<file path="src/rtl/sm_pkg.sv">
// Shared types for the accumulator stage: word size, saturation bound,
// opcode and state encodings, and the operand-use decoder.
package sm_pkg;

  localparam int WORD_W  = 11;
  localparam int SAT_MAX = 999;

  typedef enum logic [2:0] {
    OP_NOP = 3'd0,
    OP_MOV = 3'd1,
    OP_ADD = 3'd2,
    OP_SUB = 3'd3,
    OP_MUL = 3'd4,
    OP_NEG = 3'd5,
    OP_SWP = 3'd6,
    OP_SAV = 3'd7
  } acc_op_t;

  typedef enum logic [1:0] {
    ST_IDLE  = 2'd0,
    ST_FETCH = 2'd1,
    ST_EXEC  = 2'd2
  } acc_st_t;

  function automatic logic op_uses_arg(
    input acc_op_t op
  );
    logic r;
    r = 1'b0;
    unique case (op)
      OP_MOV, OP_ADD,
      OP_SUB, OP_MUL: r = 1'b1;
      default:        r = 1'b0;
    endcase
    return r;
  endfunction

endpackage

</file>
<file path="src/rtl/sat_clamp.sv">
// Combinational saturator: (WORD_W+1)-bit signed in, WORD_W-bit out
// clamped to [-SAT_MAX, +SAT_MAX]. Ports: din, dout.
module sat_clamp
  import sm_pkg::*;
(
  input  logic signed [WORD_W:0]   din,
  output logic signed [WORD_W-1:0] dout
);

  localparam logic signed [WORD_W:0] HI =
    (WORD_W+1)'(SAT_MAX);
  localparam logic signed [WORD_W:0] LO = -HI;

  always_comb begin
    dout = din[WORD_W-1:0];
    if (din > HI) begin
      dout = HI[WORD_W-1:0];
    end else if (din < LO) begin
      dout = LO[WORD_W-1:0];
    end
  end

endmodule

</file>
<file path="src/rtl/acc_unit.sv">
// Accumulator stage downstream of mul: owns ACC/BAK, latches the operand
// onto mul.arg1, runs one instruction per valid/ready handshake.
// Ports: clk, rst_n, instr_* (valid/ready/op/src/imm), port_* (valid/
// ready/data), mul_out, acc_o, arg1_o, bak_o, done.
module acc_unit
  import sm_pkg::*;
(
  input  logic              clk,
  input  logic              rst_n,
  input  logic              instr_valid,
  output logic              instr_ready,
  input  logic [2:0]        instr_op,
  input  logic              instr_src,
  input  logic [WORD_W-1:0] instr_imm,
  input  logic              port_valid,
  output logic              port_ready,
  input  logic [WORD_W-1:0] port_data,
  input  logic [WORD_W-1:0] mul_out,
  output logic [WORD_W-1:0] acc_o,
  output logic [WORD_W-1:0] arg1_o,
  output logic [WORD_W-1:0] bak_o,
  output logic              done
);

  acc_st_t st_q, st_d;
  acc_op_t op_q, op_in;

  logic [WORD_W-1:0] acc_q;
  logic [WORD_W-1:0] bak_q;
  logic [WORD_W-1:0] arg_q;
  logic              done_q;
  logic              load_arg;

  logic [WORD_W-1:0] cap_raw;
  logic [WORD_W:0]   cap_ext;
  logic [WORD_W-1:0] cap_sat;
  logic [WORD_W:0]   acc_ext;
  logic [WORD_W:0]   arg_ext;
  logic [WORD_W:0]   sum;
  logic [WORD_W-1:0] sum_sat;

  assign op_in = acc_op_t'(instr_op);

  // One clamp serves both capture paths; FETCH selects the port word.
  assign cap_raw = (st_q == ST_FETCH) ?
                   port_data : instr_imm;
  assign cap_ext = {cap_raw[WORD_W-1], cap_raw};

  sat_clamp u_cap (
    .din  (cap_ext),
    .dout (cap_sat)
  );

  assign acc_ext = {acc_q[WORD_W-1], acc_q};
  assign arg_ext = {arg_q[WORD_W-1], arg_q};
  assign sum = (op_q == OP_SUB) ?
               acc_ext - arg_ext :
               acc_ext + arg_ext;

  sat_clamp u_res (
    .din  (sum),
    .dout (sum_sat)
  );

  always_comb begin
    st_d        = st_q;
    instr_ready = 1'b0;
    port_ready  = 1'b0;
    load_arg    = 1'b0;
    unique case (st_q)
      ST_IDLE: begin
        instr_ready = 1'b1;
        if (instr_valid) begin
          if (op_uses_arg(op_in) && instr_src) begin
            st_d = ST_FETCH;
          end else begin
            load_arg = op_uses_arg(op_in);
            st_d     = ST_EXEC;
          end
        end
      end
      ST_FETCH: begin
        port_ready = 1'b1;
        if (port_valid) begin
          load_arg = 1'b1;
          st_d     = ST_EXEC;
        end
      end
      ST_EXEC: begin
        st_d = ST_IDLE;
      end
      default: begin
        st_d = ST_IDLE;
      end
    endcase
  end

  always_ff @(posedge clk or negedge rst_n) begin
    if (!rst_n) begin
      st_q   <= ST_IDLE;
      op_q   <= OP_NOP;
      acc_q  <= '0;
      bak_q  <= '0;
      arg_q  <= '0;
      done_q <= 1'b0;
    end else begin
      st_q   <= st_d;
      done_q <= (st_q == ST_EXEC);
      if (st_q == ST_IDLE && instr_valid) begin
        op_q <= op_in;
      end
      if (load_arg) begin
        arg_q <= cap_sat;
      end
      if (st_q == ST_EXEC) begin
        unique case (op_q)
          OP_NOP: ;
          OP_MOV: acc_q <= arg_q;
          OP_ADD: acc_q <= sum_sat;
          OP_SUB: acc_q <= sum_sat;
          OP_MUL: acc_q <= mul_out;
          OP_NEG: acc_q <= -acc_q;
          OP_SWP: begin
            acc_q <= bak_q;
            bak_q <= acc_q;
          end
          OP_SAV: bak_q <= acc_q;
          default: ;
        endcase
      end
    end
  end

  assign acc_o  = acc_q;
  assign bak_o  = bak_q;
  assign arg1_o = arg_q;
  assign done   = done_q;

endmodule

</file>
<file path="config.mk">
export PLATFORM = sky130hd
export DESIGN_NAME = acc_unit
export DESIGN_NICKNAME = d
export VERILOG_FILES = /design/src/rtl/sm_pkg.sv /design/src/rtl/sat_clamp.sv /design/src/rtl/acc_unit.sv
export SDC_FILE = /design/constraint.sdc
export NUM_CORES = 1
export LEC_CHECK = 0
export ABC_AREA = 1
export CAP_MARGIN = 10
export CORE_MARGIN = 5
export CORE_UTILIZATION = 56
export CTS_CLUSTER_SIZE = 25
export DETAILED_ROUTE_END_ITERATION = 7
export GPL_ROUTABILITY_DRIVEN = 0
export PLACE_DENSITY = 0.95
export SYNTH_ARGS = -nofsm -noshare
export SYNTH_HDL_FRONTEND = slang
export SYNTH_SLANG_ARGS = --single-unit
</file>
<file path="constraint.sdc">
create_clock -name clk -period 4.7 [get_ports clk]
set_clock_uncertainty 0.05 [all_clocks]
set_input_delay 1.175 -clock clk [delete_from_list [all_inputs] [get_ports clk]]
set_output_delay 1.175 -clock clk [all_outputs]
set_load 0.02 [all_outputs]
</file>
==> impl_metrics.json <==
{
  "required_ns": 4.85,
  "async_reset_ff_share_pct": 100,
  "synth_seq_cells": 39,
  "hold_viol": 0,
  "core.rowCount": 28,
  "synth_xor_area_share_pct": 2.78,
  "ff2ff_setup_slack_ns": 1.11,
  "die_w_um": 88.6,
  "final_net_count": 671,
  "setup_tns_ns": 0,
  "period_needed_ns": 3.59,
  "max_freq_ghz": 0.278,
  "p_per_area_nw_per_um2": 869,
  "cts_tree": "done",
  "end_kind": "register",
  "fp.dieH_um": 88.6,
  "dpl.hpwl_um": 8140,
  "fin_crit_sh_pct": 76.5,
  "cts_sinks": 39,
  "clock_latency_ns": 0.31,
  "post-route-util_pct": 73.9,
  "rsz0062_at_grt": "false",
  "ctsHoldBuffers": 0,
  "synth_fp_nets": 598,
  "avgSynthCellArea_um2": 6.39,
  "pre_cts_ws_ns": 1.21,
  "timing.hold.ws_ns": 0.471,
  "vdd_drop_max_uv": 502,
  "antenna_found_initial": 0,
  "ys_seq_area_share_pct": 28.2,
  "via_per_inst": 5.92,
  "synth_top_area_cell": "dfrtp_1",
  "grt_pass1_wl_um": 17900,
  "antenna_left": 0,
  "worstPathArrival_ns": 3.75,
  "grt_usage_pct": 28.8,
  "synth_top_area_share_pct": 28.2,
  "cts_root_buffer": "clkbuf_8",
  "clk_pin_slew_worst_paths_ns": 0.09,
  "setup_violations": 0,
  "antennaDiodeCount": 0,
  "synth_top_family_by_area": "simple AND/OR/NAND/NOR gates",
  "fillers": 481,
  "setup_ws_ns": 1.11,
  "clockBufferDepth": 2,
  "globalRouteOverflowTotal": 0,
  "p_leak_nw": 2.25,
  "cts_resized": 0,
  "coreArea_um2": 5960,
  "synth_adder_area_share_pct": 5.64,
  "cp_max_fo": 8,
  "drv_slew": 0,
  "multiInputGateArea_um2": 2160,
  "grt_max_degree": 40,
  "synth_cell_types": 45,
  "yosys.cell_count.top_type": "nand2_1",
  "maxCapViolCount": 0,
  "avgRoutedWirePerCell_um": 15.6,
  "initial_utilization_pct": 58.1,
  "synthSimpleGateAreaFrac_pct": 38.0,
  "die-area_um2": 7850,
  "drtIter0Drc": 406,
  "port-buffer-count": 76,
  "synth_flop_cell": "dfrtp_1",
  "drc": 0,
  "grt_pass1_vias": 3957,
  "area_growth_pct": 27.3,
  "seq_area_um2": 976,
  "cts_made_buffers": 5,
  "synthCells": 542,
  "critPathKind": "register to register",
  "h-tree-depth": 2,
  "drt-pass1-iter-count": 7,
  "synth.mux.area_fraction_pct": 1.48,
  "worstSetupStartpointType": "register",
  "synthTopCellsByArea": "dfrtp_1, nand2_1, inv_1",
  "hp-class": "register to register",
  "drive_gt1_share_pct": 5.36,
  "finalWirelength_um": 10800,
  "synth_compound_area_share_pct": 14.5,
  "slew_headroom_pct": 40.9,
  "ys_top_cells_by_count": "nand2_1, inv_1, nand3_1, nor2_1, dfrtp_1",
  "tightestPinTransition_ns": 0.886,
  "status": "finished, final reports clean",
  "yosys_warnings": 0,
  "synth-edff-count": 0,
  "vias": 4092,
  "ios": 77,
  "syn_area_um2": 3460,
  "cts_setup_buffers": 0
}
[power breakdown]
group	leakage [nW]	internal [W]	switching [W]
Combinational	1.70	0.000991	0.00181
Sequential	0.483	0.000477	0.000195
Clock	0.0703	0.000216	0.000140
[state kept, by name, indices dropped and copies added, names as in the netlist]
signal	count
acc_o	11
done	1
arg1_o	11
bak_o	11
op_q	3
st_q	2
[cell usage in the layout (no fill, tap or decap), drive strengths merged, types with 2 or more instances in the layout]
| cell | instances |
|---|---|
| nand2 | 186 |
| clkdlybuf4s50 | 75 |
| inv | 74 |
| nand3 | 49 |
| nor2 | 49 |
| dfrtp | 39 |
| o21ai | 33 |
| a21oi | 28 |
| ha | 14 |
| xor2 | 11 |
| nand4 | 8 |
| clkbuf | 5 |
| mux2i | 4 |
| a31oi | 4 |
| or2 | 4 |
| nor3 | 4 |
| o22ai | 3 |
| a221oi | 3 |
| nor4 | 3 |
| o21a | 2 |
| a22o | 2 |
| a311oi | 2 |
| bufinv | 2 |
[worst max-delay path: stages (launching register included)]
cell and delay, ns:
dfrtp_1 0.39, inv_1 0.18, ha_1 0.22, nand2_1 0.06
nor2_1 0.09, inv_1 0.06, nor2_1 0.14, nand3_1 0.11
o31ai_1 0.25, xor2_1 0.18, inv_1 0.06, ha_1 0.33
inv_1 0.07, nor3_1 0.24, and3_1 0.20, nor2_1 0.07
inv_1 0.06, nand2_1 0.06, nand2_2 0.14, inv_2 0.08
nand2_4 0.11, nand2_1 0.07, nand2_1 0.07, nand2_1 0.05
nand2_1 0.08, nand2_1 0.05
[layout make-up]
| class | count | share of cell area, % |
|---|---|---|
| flip-flops and latches | 39 | 22.2 |
| multi-input cells | 419 | 49.0 |
| inverters | 74 | 6.34 |
| well taps | 75 | 2.13 |
| repair buffers | 76 | 17.2 |
| clock buffers | 5 | 1.56 |
| clock inverters | 3 | 1.62 |
[metrics by stage]
stage          power (W)  cells  instance area, um^2
2_1_floorplan    0.00253    542                 3460
3_3_place_gp     0.00325    683                 4260
3_5_place_dp     0.00336    683                 4260
4_1_cts          0.00375    691                 4400
5_1_grt          0.00414    691                 4400
6_report         0.00383    691                 4400
[path summary, 6_finish.rpt]
path,endpoint,startpoint,cells past startpoint
max,acc_o[4],arg1_o[1],25
max reg2reg,acc_o[4],arg1_o[1],25
min,bak_o[4],bak_o[4],2
min reg2reg,bak_o[4],bak_o[4],2
min in group asynchronous,bak_o[0],rst_n,1
max in group asynchronous,arg1_o[10],rst_n,1
[metal layers]
layer,global-route usage (%),vias up,part of all wire (%)
met1,32.0,1865,37
met4,15.8,0,4.1
li1,-,1909,-
met2,51.5,269,50
met3,5.40,49,9.6
met5,0,-,0
[kinds of logic after synthesis]
| kind of cell | Yosys count |
|---|---|
| and+or+nand+nor | 304 |
| AOI/OAI and AO/OA | 84 |
| buffers and inverters | 84 |
| DFF | 39 |
| adders and majority gates | 15 |
| xor gates and xnor gates | 11 |
| muxes | 5 |
Power figures use the tool's default switching activity.
